===== src/rtl/dds_sweep_ctrl_pkg.sv =====
// Shared types and constants for the DDS frequency-sweep controller.
package dds_sweep_ctrl_pkg;

    localparam int FTW_W       = 32;
    localparam int DWELL_W_DEF = 24;
    localparam int ROMAD_W_DEF = 8;

    typedef enum logic [1:0] {
        ST_IDLE = 2'd0,
        ST_RUN  = 2'd1,
        ST_LAST = 2'd2
    } state_t;

    // Sweep parameters captured at start; held for the whole sweep.
    typedef struct packed {
        logic [FTW_W-1:0] f_start;
        logic [FTW_W-1:0] f_stop;
        logic [FTW_W-1:0] f_step;
        logic             cont;
        logic             down;
        logic             degen;
    } sweep_cfg_t;

    // A sweep with no distance to cover or no step size sits on F_START only.
    function automatic logic is_degenerate(input logic [FTW_W-1:0] fs,
                                           input logic [FTW_W-1:0] fe,
                                           input logic [FTW_W-1:0] st);
        return (fs == fe) || (st == '0);
    endfunction

endpackage


===== src/rtl/dds_sweep_ctrl_if.sv =====
// Command/status bundle between the sweep host and the sweep controller.
interface dds_sweep_ctrl_if
    import dds_sweep_ctrl_pkg::*;
#(
    parameter int ROMAD_WIDTH = ROMAD_W_DEF,
    parameter int DWELL_WIDTH = DWELL_W_DEF
);
    logic                   start;
    logic                   stop;
    logic                   cont;
    logic [FTW_W-1:0]       f_start;
    logic [FTW_W-1:0]       f_stop;
    logic [FTW_W-1:0]       f_step;
    logic [DWELL_WIDTH-1:0] dwell;
    logic [ROMAD_WIDTH-1:0] phase_in;
    logic [FTW_W-1:0]       freqw;
    logic [ROMAD_WIDTH-1:0] phasew;
    logic                   busy;
    logic                   sync;
    logic                   done;

    modport master (
        output start, stop, cont, f_start, f_stop, f_step, dwell, phase_in,
        input  freqw, phasew, busy, sync, done
    );

    modport slave (
        input  start, stop, cont, f_start, f_stop, f_step, dwell, phase_in,
        output freqw, phasew, busy, sync, done
    );
endinterface


===== src/rtl/dds_sweep_step.sv =====
// Next tuning word for one sweep step, clamped to the stop word on overshoot or wrap.
module dds_sweep_step
    import dds_sweep_ctrl_pkg::*;
(
    input  logic [FTW_W-1:0] cur,
    input  logic [FTW_W-1:0] step,
    input  logic [FTW_W-1:0] stop,
    input  logic             down,
    output logic [FTW_W-1:0] nxt,
    output logic             last
);
    logic [FTW_W:0] sum;
    logic [FTW_W:0] diff;

    always_comb begin
        sum  = {1'b0, cur} + {1'b0, step};
        diff = {1'b0, cur} - {1'b0, step};
        last = 1'b0;
        nxt  = sum[FTW_W-1:0];
        // Bit FTW_W is the carry (up) or borrow (down); either means we passed the end.
        if (down) begin
            last = diff[FTW_W] || (diff[FTW_W-1:0] <= stop);
            nxt  = diff[FTW_W-1:0];
        end else begin
            last = sum[FTW_W] || (sum[FTW_W-1:0] >= stop);
        end
        if (last)
            nxt = stop;
    end
endmodule


===== src/rtl/dds_sweep_ctrl.sv =====
// Linear frequency-sweep controller feeding FREQW/PHASEW of the DDS core.
module dds_sweep_ctrl
    import dds_sweep_ctrl_pkg::*;
#(
    parameter int ROMAD_WIDTH = ROMAD_W_DEF,
    parameter int DWELL_WIDTH = DWELL_W_DEF
) (
    input  logic             clk,
    input  logic             rst_n,
    dds_sweep_ctrl_if.slave  bus
);
    state_t                 state;
    sweep_cfg_t             cfg;
    logic [DWELL_WIDTH-1:0] dwell_r;
    logic [DWELL_WIDTH-1:0] cnt;
    logic [FTW_W-1:0]       freqw_q;
    logic [ROMAD_WIDTH-1:0] phasew_q;
    logic                   busy_q;
    logic                   sync_q;
    logic                   done_q;
    logic [FTW_W-1:0]       nxt;
    logic                   last;

    dds_sweep_step u_step (
        .cur  (freqw_q),
        .step (cfg.f_step),
        .stop (cfg.f_stop),
        .down (cfg.down),
        .nxt  (nxt),
        .last (last)
    );

    assign bus.freqw  = freqw_q;
    assign bus.phasew = phasew_q;
    assign bus.busy   = busy_q;
    assign bus.sync   = sync_q;
    assign bus.done   = done_q;

    always_ff @(posedge clk or negedge rst_n) begin
        if (!rst_n) begin
            state    <= ST_IDLE;
            cfg      <= '0;
            dwell_r  <= '0;
            cnt      <= '0;
            freqw_q  <= '0;
            phasew_q <= '0;
            busy_q   <= 1'b0;
            sync_q   <= 1'b0;
            done_q   <= 1'b0;
        end else begin
            sync_q <= 1'b0;
            done_q <= 1'b0;
            case (state)
                ST_IDLE: begin
                    if (bus.start && !bus.stop) begin
                        cfg <= '{f_start: bus.f_start,
                                 f_stop:  bus.f_stop,
                                 f_step:  bus.f_step,
                                 cont:    bus.cont,
                                 down:    (bus.f_stop < bus.f_start),
                                 degen:   is_degenerate(bus.f_start, bus.f_stop, bus.f_step)};
                        dwell_r  <= bus.dwell;
                        cnt      <= bus.dwell;
                        freqw_q  <= bus.f_start;
                        phasew_q <= bus.phase_in;
                        sync_q   <= 1'b1;
                        busy_q   <= 1'b1;
                        state    <= is_degenerate(bus.f_start, bus.f_stop, bus.f_step)
                                    ? ST_LAST : ST_RUN;
                    end
                end
                ST_RUN: begin
                    if (bus.stop) begin
                        busy_q <= 1'b0;
                        state  <= ST_IDLE;
                    end else if (cnt != '0) begin
                        cnt <= cnt - 1'b1;
                    end else begin
                        freqw_q <= nxt;
                        cnt     <= dwell_r;
                        if (last)
                            state <= ST_LAST;
                    end
                end
                ST_LAST: begin
                    if (bus.stop) begin
                        busy_q <= 1'b0;
                        state  <= ST_IDLE;
                    end else if (cnt != '0) begin
                        cnt <= cnt - 1'b1;
                    end else if (cfg.cont) begin
                        // Wrap back to the start word without leaving BUSY.
                        freqw_q <= cfg.f_start;
                        cnt     <= dwell_r;
                        sync_q  <= 1'b1;
                        state   <= cfg.degen ? ST_LAST : ST_RUN;
                    end else begin
                        done_q <= 1'b1;
                        busy_q <= 1'b0;
                        state  <= ST_IDLE;
                    end
                end
                default: begin
                    busy_q <= 1'b0;
                    state  <= ST_IDLE;
                end
            endcase
        end
    end
endmodule


===== src/flat_wrapper.sv =====
// flat-port wrapper written by rule: the top's interface ports become plain ports
module dds_sweep_ctrl_flat import dds_sweep_ctrl_pkg::*;
#(
    parameter int ROMAD_WIDTH = ROMAD_W_DEF,
    parameter int DWELL_WIDTH = DWELL_W_DEF
)
  (clk, rst_n, bus_start, bus_stop, bus_cont, bus_f_start, bus_f_stop, bus_f_step, bus_dwell, bus_phase_in, bus_freqw, bus_phasew, bus_busy, bus_sync, bus_done);
  dds_sweep_ctrl_if #(.ROMAD_WIDTH(ROMAD_WIDTH), .DWELL_WIDTH(DWELL_WIDTH)) bus_i ();
  input  logic clk;
  input  logic rst_n;
  input wire logic [$bits(bus_i.start)-1:0] bus_start;
  input wire logic [$bits(bus_i.stop)-1:0] bus_stop;
  input wire logic [$bits(bus_i.cont)-1:0] bus_cont;
  input wire logic [$bits(bus_i.f_start)-1:0] bus_f_start;
  input wire logic [$bits(bus_i.f_stop)-1:0] bus_f_stop;
  input wire logic [$bits(bus_i.f_step)-1:0] bus_f_step;
  input wire logic [$bits(bus_i.dwell)-1:0] bus_dwell;
  input wire logic [$bits(bus_i.phase_in)-1:0] bus_phase_in;
  output wire logic [$bits(bus_i.freqw)-1:0] bus_freqw;
  output wire logic [$bits(bus_i.phasew)-1:0] bus_phasew;
  output wire logic [$bits(bus_i.busy)-1:0] bus_busy;
  output wire logic [$bits(bus_i.sync)-1:0] bus_sync;
  output wire logic [$bits(bus_i.done)-1:0] bus_done;
  assign bus_i.start = bus_start;
  assign bus_i.stop = bus_stop;
  assign bus_i.cont = bus_cont;
  assign bus_i.f_start = bus_f_start;
  assign bus_i.f_stop = bus_f_stop;
  assign bus_i.f_step = bus_f_step;
  assign bus_i.dwell = bus_dwell;
  assign bus_i.phase_in = bus_phase_in;
  assign bus_freqw = bus_i.freqw;
  assign bus_phasew = bus_i.phasew;
  assign bus_busy = bus_i.busy;
  assign bus_sync = bus_i.sync;
  assign bus_done = bus_i.done;
  dds_sweep_ctrl #(.ROMAD_WIDTH(ROMAD_WIDTH), .DWELL_WIDTH(DWELL_WIDTH)) u_core (.clk(clk), .rst_n(rst_n), .bus(bus_i));
endmodule

===== config.mk =====
export PLATFORM = sky130hd
export DESIGN_NAME = dds_sweep_ctrl_flat
export DESIGN_NICKNAME = d
export VERILOG_FILES = /design/src/rtl/dds_sweep_ctrl_pkg.sv /design/src/rtl/dds_sweep_ctrl_if.sv /design/src/rtl/dds_sweep_step.sv /design/src/rtl/dds_sweep_ctrl.sv /design/src/flat_wrapper.sv
export SDC_FILE = /design/constraint.sdc
export NUM_CORES = 1
export LEC_CHECK = 0
export CAP_MARGIN = 25
export CORE_ASPECT_RATIO = 1.25
export CORE_MARGIN = 8
export CORE_UTILIZATION = 53
export DETAILED_ROUTE_END_ITERATION = 7
export HOLD_SLACK_MARGIN = 0.06
export PLACE_DENSITY = 0.79
export SYNTH_ARGS = -nofsm -noshare
export SYNTH_HDL_FRONTEND = slang
export SYNTH_SLANG_ARGS = --single-unit

===== constraint.sdc =====
create_clock -name clk -period 4.85 [get_ports clk]
set_clock_uncertainty 0.2 [all_clocks]
set_input_delay 1.2125 -clock clk [delete_from_list [all_inputs] [get_ports clk]]
set_output_delay 1.2125 -clock clk [all_outputs]
set_load 0.01 [all_outputs]

# Word-level counts from Yosys, hierarchy flattened

Index checks and enable logic that the tools add are counted.

Register bits: 192
Output and inout bits: 43
Word-level logic and storage cells: 91

Add/subtract/negate cells: 3
$lt $le $gt $ge: 3
Equality and inequality tests: 15
Mux-type cells: 42
Reductions and logical operators: 14

Operator list:

| operator                                                                 | count |
|---|---|
| 32-bit two-way mux                                                       | 8 |
| 24-bit two-way mux                                                       | 6 |
| 32-bit case mux with 3 select lines                                      | 1 |
| 24-bit case mux with 3 select lines                                      | 1 |
| 32-bit by 32-bit adder with 33-bit output                                | 1 |
| 32-bit by 32-bit subtractor with 33-bit output                           | 1 |
| 32-bit equality test                                                     | 1 |
| 32-bit greater-or-equal comparator                                       | 1 |
| 32-bit less-or-equal comparator                                          | 1 |
| 32-bit logical NOT                                                       | 1 |
| 32-bit < comparator                                                      | 1 |
| 24-bit nonzero test                                                      | 1 |
| 24-bit by 1-bit subtractor with 24-bit output (second input constant)    | 1 |
| 2-bit two-way mux                                                        | 9 |
| 1-bit two-way mux                                                        | 14 |
| 2-bit inequality test (second input constant)                            | 5 |
| 3-bit inequality test (second input constant)                            | 3 |
| 4-bit AND reduction                                                      | 2 |
| 7-bit AND reduction                                                      | 1 |
| 2-bit case mux with 3 select lines                                       | 1 |
| 5-bit AND reduction                                                      | 1 |
| 2-bit by 1-bit inequality test with 1-bit output (second input constant) | 2 |
| 1-bit logical OR                                                         | 3 |
| 3-bit by 1-bit inequality test with 1-bit output (second input constant) | 1 |
| other kinds (10)                                                         | 10 |

# Logic depth before layout (Yosys ltp)

Gate-level depths: netlist of the first run.

Depth after elaboration: 8
Mapped depth: 25
Gate-level depth less buffers: 21

# Modules after synthesis

From an unflattened synthesis of the first run, not the netlist that was laid out.

Cell total of the unflattened synthesis: 1,695
Area total of the unflattened synthesis: 15,479.8 sq um

By module, submodules not included:

| module         | instances | cells an instance | area an instance (sq um) |
|---|---|---|---|
| dds_sweep_ctrl | 1         | 863               | 9,586.7 |
| dds_sweep_step | 1         | 832               | 5,893.2 |

# Least setup slack after synthesis of the first run

Ideal clock, no wire load.

Kind: register to register
Start point: reg u_core.freqw_q[16] (netlist: u_core.bus.freqw[16])
End point: reg u_core.freqw_q[20] (netlist: u_core.bus.freqw[20])
Library setup time: 88 ps
Arrival: 4,663 ps
Data required time: 4,562 ps
Setup slack: -101 ps
Cell stages (with the launch flop): 22
Path buffers: 3
Cells stage by stage: dfrtp_1 ha_1 buf_2 a21o_1 a21o_1 a2111oi_0 o21ai_0 or2_2 clkbuf_1 a311o_1 xnor2_1 ha_1 a21o_1 a21o_1 a221oi_1 o211ai_1 a21oi_1 a211o_1 clkbuf_1 nand4_1 o41a_1 a41oi_1

Longest elaborated chain between the ends: 8
Elaborated cells between the ends (all ways): 12
Those cells by class: add/sub (2); order compare (2); mux (6); reduce/logical (2)

Ends and longest elaborated chain:

| what                                                                                                        | line                                       | text |
|---|---|---|
| from (decl)                                                                                                 | dds_sweep_ctrl.sv:16                       | `logic [FTW_W-1:0] freqw_q;` |
| from (signal assigned)                                                                                      | dds_sweep_ctrl.sv:64                       | `freqw_q <= bus.f_start;` |
| from (signal assigned)                                                                                      | dds_sweep_ctrl.sv:79                       | `freqw_q <= nxt;` |
| from (signal assigned)                                                                                      | dds_sweep_ctrl.sv:93                       | `freqw_q <= cfg.f_start;` |
| 32-bit by 32-bit adder with 33-bit output or 32-bit by 32-bit subtractor with 33-bit output (tied branches) | dds_sweep_step.sv:16, dds_sweep_step.sv:17 |  |
| 32-bit greater-or-equal comparator or 32-bit less-or-equal comparator (tied branches)                       | dds_sweep_step.sv:25, dds_sweep_step.sv:22 |  |
| 1-bit logical OR, on equally long branches                                                                  | dds_sweep_step.sv:25, dds_sweep_step.sv:22 |  |
| 1-bit two-way mux                                                                                           | dds_sweep_step.sv:21                       | `if (down) begin` |
| 32-bit two-way mux *                                                                                        | dds_sweep_step.sv:27                       | `if (last)` |
| 32-bit two-way mux *                                                                                        | dds_sweep_ctrl.sv:76                       | `end else if (cnt != '0) begin` |
| 32-bit two-way mux *                                                                                        | dds_sweep_ctrl.sv:73                       | `if (bus.stop) begin` |
| 32-bit case mux with 3 select lines *                                                                       | dds_sweep_ctrl.sv:53                       | `case (state)` |

Mark *: on every way between the ends. The rest lies on a longest branch, timed or not. The select of a mux whose other input is x is not followed.
A chain may end at the register's enable or synchronous reset.

# Worst setup path after layout of the first run

Start point: reg u_core.freqw_q[16] (netlist: u_core.bus.freqw[16])
End point: reg u_core.state[1]

Longest elaborated chain between the ends: 6
Elaborated cells between the ends (all ways): 9
Those cells by class: add/sub (2); order compare (2); eq/ne (1); mux (1); reduce/logical (3)

Ends and longest elaborated chain:

| what                                                                                                        | line                                       | text |
|---|---|---|
| 32-bit by 32-bit adder with 33-bit output or 32-bit by 32-bit subtractor with 33-bit output (tied branches) | dds_sweep_step.sv:16, dds_sweep_step.sv:17 |  |
| 32-bit greater-or-equal comparator or 32-bit less-or-equal comparator (tied branches)                       | dds_sweep_step.sv:25, dds_sweep_step.sv:22 |  |
| 1-bit logical OR, on equally long branches                                                                  | dds_sweep_step.sv:25, dds_sweep_step.sv:22 |  |
| 1-bit two-way mux *                                                                                         | dds_sweep_step.sv:21                       |  |
| 3-bit by 2-bit inequality test with 1-bit output (no line) *                                                | -                                          |  |
| 4-bit AND reduction (no line) *                                                                             | -                                          |  |
| to (signal assigned)                                                                                        | dds_sweep_ctrl.sv:68                       | `state <= is_degenerate(bus.f_start, bus.f_stop, bus.f_step)` |
| to (signal assigned)                                                                                        | dds_sweep_ctrl.sv:96                       | `state <= cfg.degen ? ST_LAST : ST_RUN;` |
| to (decl)                                                                                                   | dds_sweep_ctrl.sv:12                       | `state_t state;` |

Mark *: on every way between the ends. The rest lies on a longest branch, timed or not.

==> metrics.cfg, run 1 <==
[yosys]
syn_nets = 2120
syn_area_um2 = 15700
ys_seq_elements = 192
synth_area_leaders = dfrtp_1, ha_1, mux2_2
yosysWarningCount = 0
synth_cell_type_count = 87
syn_inst = 1820
async_flop_share = 1.00
syn_area_per_cell_um2 = 8.65
synth.top_cell.area_share = 0.305
synth_largest_area_cell = dfrtp_1
ys_seq_area_frac = 0.305
synth_top_flop_cell = dfrtp_1
synth-edff-count = 0

[grt]
grt.total_usage = 0.309
grt_max_degree = 102
overflow = 0
antenna_found_initial = 0
grt_first_pass_wirelength_mm = 87.0
grt_pass1_vias = 15800

[placed_design]
dp_slack_ns = -0.474
hpwl_mm = 43.3
place.gp.congestion = 0.965
portBuffers = 175

[drt]
viasPerCell = 6.12
drt_first_iter_violations = 1465
dr.pass1.iters = 7
wl_per_cell_um = 22.0
ant_nets = 0
vias = 15900
route.detailed.drc = 0
wl_mm = 57.2

[clocking]
insertion_delay_ns = 0.45
path_clk_slew_ns = 0.08
cts_buffer_depth = 2
clock_sinks = 192
cts_inserted_buffers = 17
h-tree-depth = 4
clockRootBuffer = clkbuf_16
tritoncts = built

[die]
die_y_um = 209
start_util = 0.538
die-area_um2 = 35500
rows = 70
die_x_um = 170
ioPinCount = 176
core_region_area_um2 = 29300

[job]
drv_cap = 0

[sta]
rsz0062_at_grt = true
max_freq_mhz = 199
slew_violations = 0
max_slew_margin = 0.353
period_needed_ns = 5.04
setup_viol = 24
finalCritPeriodShare = 1.04
setup_ws_ns = -0.187
worstMarginPinSlew_ns = 0.969
finalHoldViolCount = 0
holdWs_ns = 0.285

[critical_path]
path_class = reg -> reg
slowest_delay_ns = 0.43
path_common_cell = buf_4
cp_top_family = compound AO/OA/AOI/OAI gates
slowest_stage = dfrtp_1
crit_path_end_kind = flip-flop
crit_path_start_kind = flip-flop
worstPathBufferInverterCount = 5
crit_chain = buf_4, ha_1, nor2_1, a221oi_1, o41ai_1, buf_4, buf_4, o311ai_0, o21ai_2, xor2_1, ha_1, and4_4, a221oi_2, o21ai_1, a21oi_2, o211ai_1, buf_4, buf_6, a32oi_1, nor2_1, a221o_1
critPathMaxFanout = 5
crit_required_ns = 4.98
arrival_ns = 5.16

[layout]
multiInputGateArea_um2 = 10900
antennaDiodeCount = 0
final-seq-area_um2 = 4810
drive_gt1_frac = 0.259
nNetsFinal = 2494
fill_cells = 2230
final_common_cell = buf_4
final_cell_mix = buf_4, dfrtp_1, clkdlybuf4s50_1
syn_to_final_growth_pct = 34.7

[outcome]
violations = negative setup slack
status = complete, but fails checks

[worst_hold_path]
hold_path.class = reg -> reg

final timing paths:
| path | start | endpoint | slack [ns] | depth (start not counted) |
|---|---|---|---|---|
| max in group asynchronous | rst_n | u_core.bus.freqw[19] | 2.82 | 2 |
| setup / recovery | u_core.bus.freqw[16] | u_core.state[1] | -0.19 | 21 |
| setup reg to reg | u_core.bus.freqw[16] | u_core.state[1] | -0.19 | 21 |
| min in group asynchronous | rst_n | u_core.bus.phasew[3] | 0.65 | 1 |
| hold / removal | u_core.cfg[95] | u_core.cfg[95] | 0.28 | 2 |
| hold reg to reg | u_core.cfg[95] | u_core.cfg[95] | 0.28 | 2 |
per-stage QoR:
stage                     cell area, um2  TNS (ns)  utilization  std cells
after floorplan                    15700         0            -       1820
after global placement             19300     -7.82        0.659       2521
after global routing               21200     -5.37        0.725       2603
after detailed placement           19300    -10.85        0.659       2521
final                              21200     -2.07        0.725       2603
after CTS                          20400         0        0.696       2580
layer usage:
layer	vias to the layer above	global-route usage	routed length (um)	share of wire
met5	-	0	0	0
met4	0	0.110	2130	0.037
met3	137	0.0585	5160	0.090
met2	794	0.505	26700	0.47
met1	7648	0.400	23200	0.41
li1	7343	-	-	-
final cells by class:
cell class | instances | share of cell area
Sequential cell | 192 | 0.227
Multi-Input combinational cell | 1394 | 0.512
Clock inverter | 15 | 0.00885
Timing Repair Buffer | 447 | 0.184
Tap cell | 396 | 0.0234
Clock buffer | 17 | 0.0201
Inverter | 142 | 0.0251
logic make-up after synthesis:
logic type / Yosys count / synth area share
simple gates: 491 / 0.149
fa+ha+maj: 167 / 0.134
compound gates: 541 / 0.226
xor+xnor: 77 / 0.0429
buf+inv: 235 / 0.0610
mux: 117 / 0.0824
flops: 192 / 0.305
flip-flops by register name, indices dropped and copies added, names as in the netlist:
register,flops
u_core.cfg,99
u_core.bus.busy,1
u_core.bus.sync,1
u_core.state,2
u_core.bus.freqw,32
u_core.cnt,24
u_core.bus.done,1
u_core.dwell_r,24
u_core.bus.phasew,8
synthesized netlist by cell type, drive strengths merged (32+ instances only):
cell type	number
xnor2	62
dfrtp	192
ha	165
a21oi	119
nor2	125
buf	39
nor3	32
nand2	158
inv	138
a21o	38
clkbuf	54
o21ai	177
mux2	101
worst min-delay path, stage by stage (launching register included):
cell and delay [ns]:
dfrtp_1 0.35, nand2_1 0.04, o21ai_0 0.06
what timing repair did:
action,in CTS,in global routing
setup buffers,26,24
gates cloned,1,1
pin swaps,35,100
hold buffers,0,0
gates resized for setup,66,138
setup endpoints to repair,34,34
Power of run 1 is left out: the tool's default activity adds up to more than one toggle a clock period on the data nets, which glitch-free logic cannot reach.
==> run 2, diff against run 1 <==
--- a/config.mk
+++ b/config.mk
@@ -5,13 +5,14 @@
 export SDC_FILE = /design/constraint.sdc
 export NUM_CORES = 1
 export LEC_CHECK = 0
+export ABC_AREA = 1
 export CAP_MARGIN = 25
 export CORE_ASPECT_RATIO = 1.25
 export CORE_MARGIN = 8
 export CORE_UTILIZATION = 53
 export DETAILED_ROUTE_END_ITERATION = 7
 export HOLD_SLACK_MARGIN = 0.06
-export PLACE_DENSITY = 0.79
+export PLACE_DENSITY = 0.78
 export SYNTH_ARGS = -nofsm -noshare
 export SYNTH_HDL_FRONTEND = slang
 export SYNTH_SLANG_ARGS = --single-unit
==> constraint.sdc (replaced) <==
create_clock -name clk -period 4.1 [get_ports clk]
set_clock_uncertainty 0.2 [all_clocks]
set_input_delay 1.025 -clock clk [delete_from_list [all_inputs] [get_ports clk]]
set_output_delay 1.025 -clock clk [all_outputs]
set_load 0.01 [all_outputs]
==> metrics.cfg, run 2 <==
[sta]
rsz0062_at_grt = true
max_slew_margin = 0.374  ; +0.0206
worstMarginPinSlew_ns = 0.938  ; -0.0312 ns
max_freq_mhz = 246  ; +24%
setup_ws_ns = 0.0398  ; +0.227 ns
finalHoldViolCount = 0  ; unchanged
finalCritPeriodShare = 0.990  ; -0.0484
setup_viol = 0  ; -100%
period_needed_ns = 4.06  ; -0.977 ns
finalSetupTns_ns = 0  ; +2.07 ns
slew_violations = 0  ; unchanged

[yosys]
synth_area_leaders = dfrtp_1, nand2_1, ha_1
syn_nets = 2949  ; +39%
synth_common_cells = nand2_1, inv_1, dfrtp_1
ys_seq_elements = 192  ; unchanged
syn_inst = 2649  ; +46%
ys_seq_area_frac = 0.283  ; -0.0220
async_flop_share = 1.00  ; unchanged
synth_largest_area_cell = dfrtp_1
yosysMostFrequentCell = nand2_1
syn_area_um2 = 17000  ; +7.8%
synth-edff-count = 0  ; unchanged
synth_top_flop_cell = dfrtp_1
syn_area_per_cell_um2 = 6.40  ; -26%
synth_cell_type_count = 47  ; -46%
yosysWarningCount = 0  ; unchanged
synth.top_cell.area_share = 0.283  ; -0.0220

[drt]
wl_per_cell_um = 18.7  ; -15%
dr.pass1.iters = 6  ; -1
ant_nets = 0  ; unchanged
vias = 18400  ; +15%
wl_mm = 61.8  ; +7.9%
route.detailed.drc = 0  ; unchanged
drt_first_iter_violations = 1719  ; +17%
viasPerCell = 5.55  ; -9.2%

[clocking]
tritoncts = built
cts_buffer_depth = 2  ; unchanged
cts_inserted_buffers = 17  ; unchanged
cts_hold_buf = 0  ; unchanged
clock_sinks = 192  ; unchanged
insertion_delay_ns = 0.47  ; +0.02 ns
clockRootBuffer = clkbuf_16
path_clk_slew_ns = 0.08  ; about the same
h-tree-depth = 4  ; unchanged

[layout]
largest_reg_flops = 99  ; unchanged
syn_to_final_growth_pct = 26.5
final_cell_mix = nand2_1, inv_1, dfrtp_1
nNetsFinal = 3186  ; +28%
drive_gt1_frac = 0.137  ; -0.121
antennaDiodeCount = 0  ; unchanged
final_common_cell = nand2_1
top_register = u_core.cfg

[worst_hold_path]
min_to = u_core.dwell_r[1]
worstHoldStart = u_core.dwell_r[1]
hold_depth = 2  ; unchanged
hold_path.class = reg -> reg

[die]
die_y_um = 216  ; +3.5%
rows = 73  ; +4.3%
start_util = 0.535  ; -0.00295
die-area_um2 = 38000  ; +7.1%
die_x_um = 176  ; +3.4%
core_region_area_um2 = 31700  ; +8.3%
ioPinCount = 176  ; unchanged

[grt]
overflow = 0  ; unchanged
antenna_found_initial = 0  ; unchanged
grt.total_usage = 0.316  ; +0.00738
grt_pass1_vias = 17500  ; +11%
grt_first_pass_wirelength_mm = 94.9  ; +9.1%
grt_max_degree = 87  ; -15%

[placed_design]
dp_slack_ns = -0.0781  ; +0.396 ns
portBuffers = 175  ; unchanged
hpwl_mm = 48.5  ; +12%
place.gp.congestion = 1.01  ; +4.3%

[critical_path]
reg2reg_depth = 28  ; +33%
critPathMaxFanout = 10  ; +5
crit_path_end_kind = flip-flop
path_class = reg -> reg
crit_path_start_kind = flip-flop
path_common_cell = nand2_1
r2r-end = u_core.bus.freqw[3]
worstPathBufferInverterCount = 4  ; -1
cp_top_family = simple AND/OR/NAND/NOR gates
slowest_delay_ns = 0.41  ; -0.02 ns
arrival_ns = 4.22  ; -0.94 ns
slowest_stage = dfrtp_1
crit_required_ns = 4.26  ; -0.72 ns
r2r_start = u_core.cfg[18]
r2r_setup_slack_ns = 0.04  ; +0.23 ns

[outcome]
status = complete, no violations

[job]
drv_cap = 0  ; unchanged

[run 2: repair_timing]
| action | 4_1_cts | 5_1_grt |
|---|---|---|
| setup endpoints to repair | 26 | 34 |
| buffers inserted | 0 | 15 |
| endpoints found under the hold margin | 0 | 0 |
| pin swaps | 1 | 36 |
| gates cloned | 0 | 3 |
| resized for setup | 8 | 193 |
[run 2: area by class of cell]
| cell class | count | area (um2) |
|---|---|---|
| clock inverters | 14 | 186 |
| inverters | 426 | 1600 |
| flip-flops and latches | 192 | 4810 |
| repair buffers | 317 | 2990 |
| clock buffers | 18 | 439 |
| fillers | 2835 | 10200 |
| well taps | 412 | 515 |
| multi-input cells | 1932 | 10900 |
[run 2: routing by layer]
| layer | vias up | part of all wire | GRT usage |
|---|---|---|---|
| met3 | 122 | 0.079 | 0.0508 |
| met1 | 8619 | 0.42 | 0.414 |
| met5 | - | 0 | 0 |
| li1 | 8838 | - | - |
| met4 | 0 | 0.032 | 0.104 |
| met2 | 802 | 0.47 | 0.523 |
[run 2: how the worst max path moves through the flow]
stage / start / to / slack [ns] / depth (start not counted)
floorplan: u_core.bus.freqw[0] / u_core.bus.freqw[28] / 0.65 / 27
global placement: u_core.bus.freqw[2] / u_core.bus.freqw[22] / 0.02 / 26
detailed placement: u_core.bus.freqw[2] / u_core.bus.freqw[23] / -0.08 / 26
CTS: u_core.bus.freqw[0] / u_core.bus.freqw[23] / -0.0006 / 27
global route: u_core.cfg[9] / u_core.bus.freqw[11] / -0.10 / 28
finish: u_core.cfg[18] / u_core.bus.freqw[3] / 0.04 / 28
[run 2: per-stage QoR]
step | cell area (um2) | cells | hold WS (ns) | util
floorplan | 17000 | 2649 | 0.241 | -
finish | 21400 | 3311 | 0.283 | 0.677
global placement | 19800 | 3261 | 0.259 | 0.625
detailed placement | 19800 | 3261 | 0.261 | 0.625
global route | 21400 | 3311 | 0.292 | 0.677
CTS | 20500 | 3293 | 0.282 | 0.646
[run 2: kinds of logic after synthesis]
logic type      share of synthesized area
mux                               0.00236
compound gates                      0.130
xor+xnor                           0.0165
simple gates                        0.322
buf+inv                             0.122
fa+ha+maj                           0.124
flops                               0.283
[run 2: worst reg2reg max path: cells and delay by family, from the launching register on]
kind / cells / cell delay, ns
flops: 1 / 0.41
fa+ha+maj: 2 / 0.55
buf+inv: 4 / 0.48
compound gates: 1 / 0.18
simple gates: 21 / 2.12
Power of run 2 is left out for the same reason.
==> run 3, diff against run 2 <==
==> constraint.sdc (replaced) <==
create_clock -name clk -period 4.1 [get_ports clk]
set_clock_uncertainty 0.2 [all_clocks]
set_input_delay 0.41 -clock clk [delete_from_list [all_inputs] [get_ports clk]]
set_output_delay 0.41 -clock clk [all_outputs]
set_load 0.01 [all_outputs]
==> metrics.cfg, run 3 (same netlist as run 2, synthesis figures left out) <==
[die]
die_x_um = 176  ; unchanged
die_y_um = 216  ; unchanged
die-area_um2 = 38000  ; unchanged
start_util = 0.535  ; unchanged
rows = 73  ; unchanged
core_region_area_um2 = 31700  ; unchanged
ioPinCount = 176  ; unchanged

[grt]
grt.met1_usage = 0.410  ; -0.00383
grt_first_pass_wirelength_mm = 94.3  ; -0.60%
globalRouteMet3Util = 0.0445  ; -0.00629
grt_pass1_vias = 17900  ; +1.9%
grt.total_usage = 0.313  ; -0.00289
grt_max_degree = 167  ; +92%
overflow = 0  ; unchanged
grt_util_met2 = 0.512  ; -0.0112
busiest_layer = met2
antenna_found_initial = 0  ; unchanged

[clocking]
path_clk_slew_ns = 0.08  ; about the same
insertion_delay_ns = 0.45  ; -0.02 ns
tritoncts = built
clockRootBuffer = clkbuf_16
h-tree-depth = 4  ; unchanged
cts_inserted_buffers = 17  ; unchanged
clock_sinks = 192  ; unchanged
cts_buffer_depth = 2  ; unchanged

[outcome]
violations = negative setup slack
status = complete, but fails checks

[critical_path]
r2r-end = u_core.cfg[24]
r2r_setup_slack_ns = -0.07  ; -0.11 ns
critPathMaxFanout = 3  ; -7
arrival_ns = 4.29  ; +0.07 ns
slowest_stage = dfrtp_1
r2r_start = u_core.cfg[24]
crit_path_end_kind = flip-flop
path_class = reg -> reg
path_common_cell = buf_4
crit_path_start_kind = flip-flop
reg2reg_depth = 28  ; unchanged
crit_required_ns = 4.21  ; -0.05 ns
slowest_delay_ns = 0.44  ; +0.03 ns

[layout]
top_register = u_core.cfg
multiInputGateArea_um2 = 10800  ; -0.55%
final_cell_mix = nand2_1, inv_1, dfrtp_1
antennaDiodeCount = 0  ; unchanged
fill_cells = 2830  ; -0.18%
nNetsFinal = 3210  ; +0.75%
drive_gt1_frac = 0.136  ; -0.00113
syn_to_final_growth_pct = 26.7
final-seq-area_um2 = 4810  ; about the same
final_common_cell = nand2_1
largest_reg_flops = 99  ; unchanged

[sta]
setup_ws_ns = -0.0743  ; -0.114 ns
max_slew_margin = 0.512  ; +0.138
finalCritPeriodShare = 1.02  ; +0.0278
max_freq_mhz = 240  ; -2.7%
finalHoldViolCount = 0  ; unchanged
period_needed_ns = 4.17  ; +0.114 ns
rsz0062_at_grt = true
finalSetupTns_ns = -0.0743  ; -0.0743 ns
setup_viol = 1  ; +1
worstMarginPinSlew_ns = 0.732  ; -0.205 ns
slew_violations = 0  ; unchanged

[placed_design]
place.gp.congestion = 1.03  ; +2.2%
hpwl_mm = 47.8  ; -1.4%
portBuffers = 175  ; unchanged

[drt]
route.detailed.drc = 0  ; unchanged
wl_per_cell_um = 18.3  ; -2.0%
viasPerCell = 5.49  ; -1.1%
drt_first_iter_violations = 1453  ; -15%
wl_mm = 61.0  ; -1.3%
ant_nets = 0  ; unchanged
vias = 18300  ; -0.40%
dr.pass1.iters = 7  ; +1

[worst_hold_path]
hold_depth = 2  ; unchanged
min_to = u_core.dwell_r[5]
worstHoldStart = u_core.dwell_r[5]
hold_path.class = reg -> reg

[job]
drv_cap = 0  ; unchanged

run 3: cell count changes in the layout (fill, tap and decap cells not counted), moves of 6 or more:
cell | before | now
a21oi_2 | 23 | 17
buf_4 | 128 | 155
nor2_1 | 117 | 130
nor2_2 | 37 | 24
run 3: what timing repair did:
item                                    4_1_cts  5_1_grt
hold buffers                                  1        0
gates resized for setup                      24      151
buffers inserted                              1       47
endpoints found under the setup margin       34       34
cloned                                        0        2
endpoints found under the hold margin        69        0
pin swaps                                     3       35
run 3: how the worst max path moves through the flow:
stage                           end                start  slack (ns)
2_1_floorplan  u_core.bus.freqw[28]  u_core.bus.freqw[0]        0.65
3_5_place_dp    u_core.bus.freqw[1]  u_core.bus.freqw[0]       -0.31
3_3_place_gp    u_core.bus.freqw[1]  u_core.bus.freqw[0]       -0.30
6_report             u_core.cfg[24]       u_core.cfg[24]       -0.07
5_1_grt         u_core.bus.freqw[6]  u_core.bus.freqw[0]       -0.10
4_1_cts         u_core.bus.freqw[8]       u_core.cfg[23]       0.002
run 3: cell type report:
type                    count  area share
multi-input cells        1932       0.504
clock buffers              17      0.0198
well taps                 412      0.0240
inverters                 426      0.0744
repair buffers            341       0.146
flip-flops and latches    192       0.224
clock inverters            15     0.00751
run 3: metal layers:
layer | share of wire | vias up
met3 | 0.075 | 111
met5 | 0 | -
met2 | 0.47 | 749
met1 | 0.42 | 8548
li1 | - | 8899
met4 | 0.037 | 0
run 3: worst max-delay path: cells and delay by family, from the launching register on:
family | cells | cell delay, ns
buffers and inverters | 26 | 3.25
and+or+nand+nor | 1 | 0.06
DFF | 1 | 0.44
AOI/OAI and AO/OA | 1 | 0.08
run 3: through the flow:
stage / std cells / utilization / setup WS, ns / hold WS, ns / instance area, um2
final: 3335 / 0.678 / -0.0743 / 0.279 / 21500
after detailed placement: 3252 / 0.622 / -0.310 / 0.260 / 19700
after global placement: 3252 / 0.622 / -0.298 / 0.259 / 19700
after floorplan: 2649 / - / 0.653 / -0.0856 / 17000
after CTS: 3286 / 0.645 / 0.00200 / 0.273 / 20500
after global routing: 3335 / 0.678 / -0.104 / 0.298 / 21500
Power of run 3 is left out for the same reason.
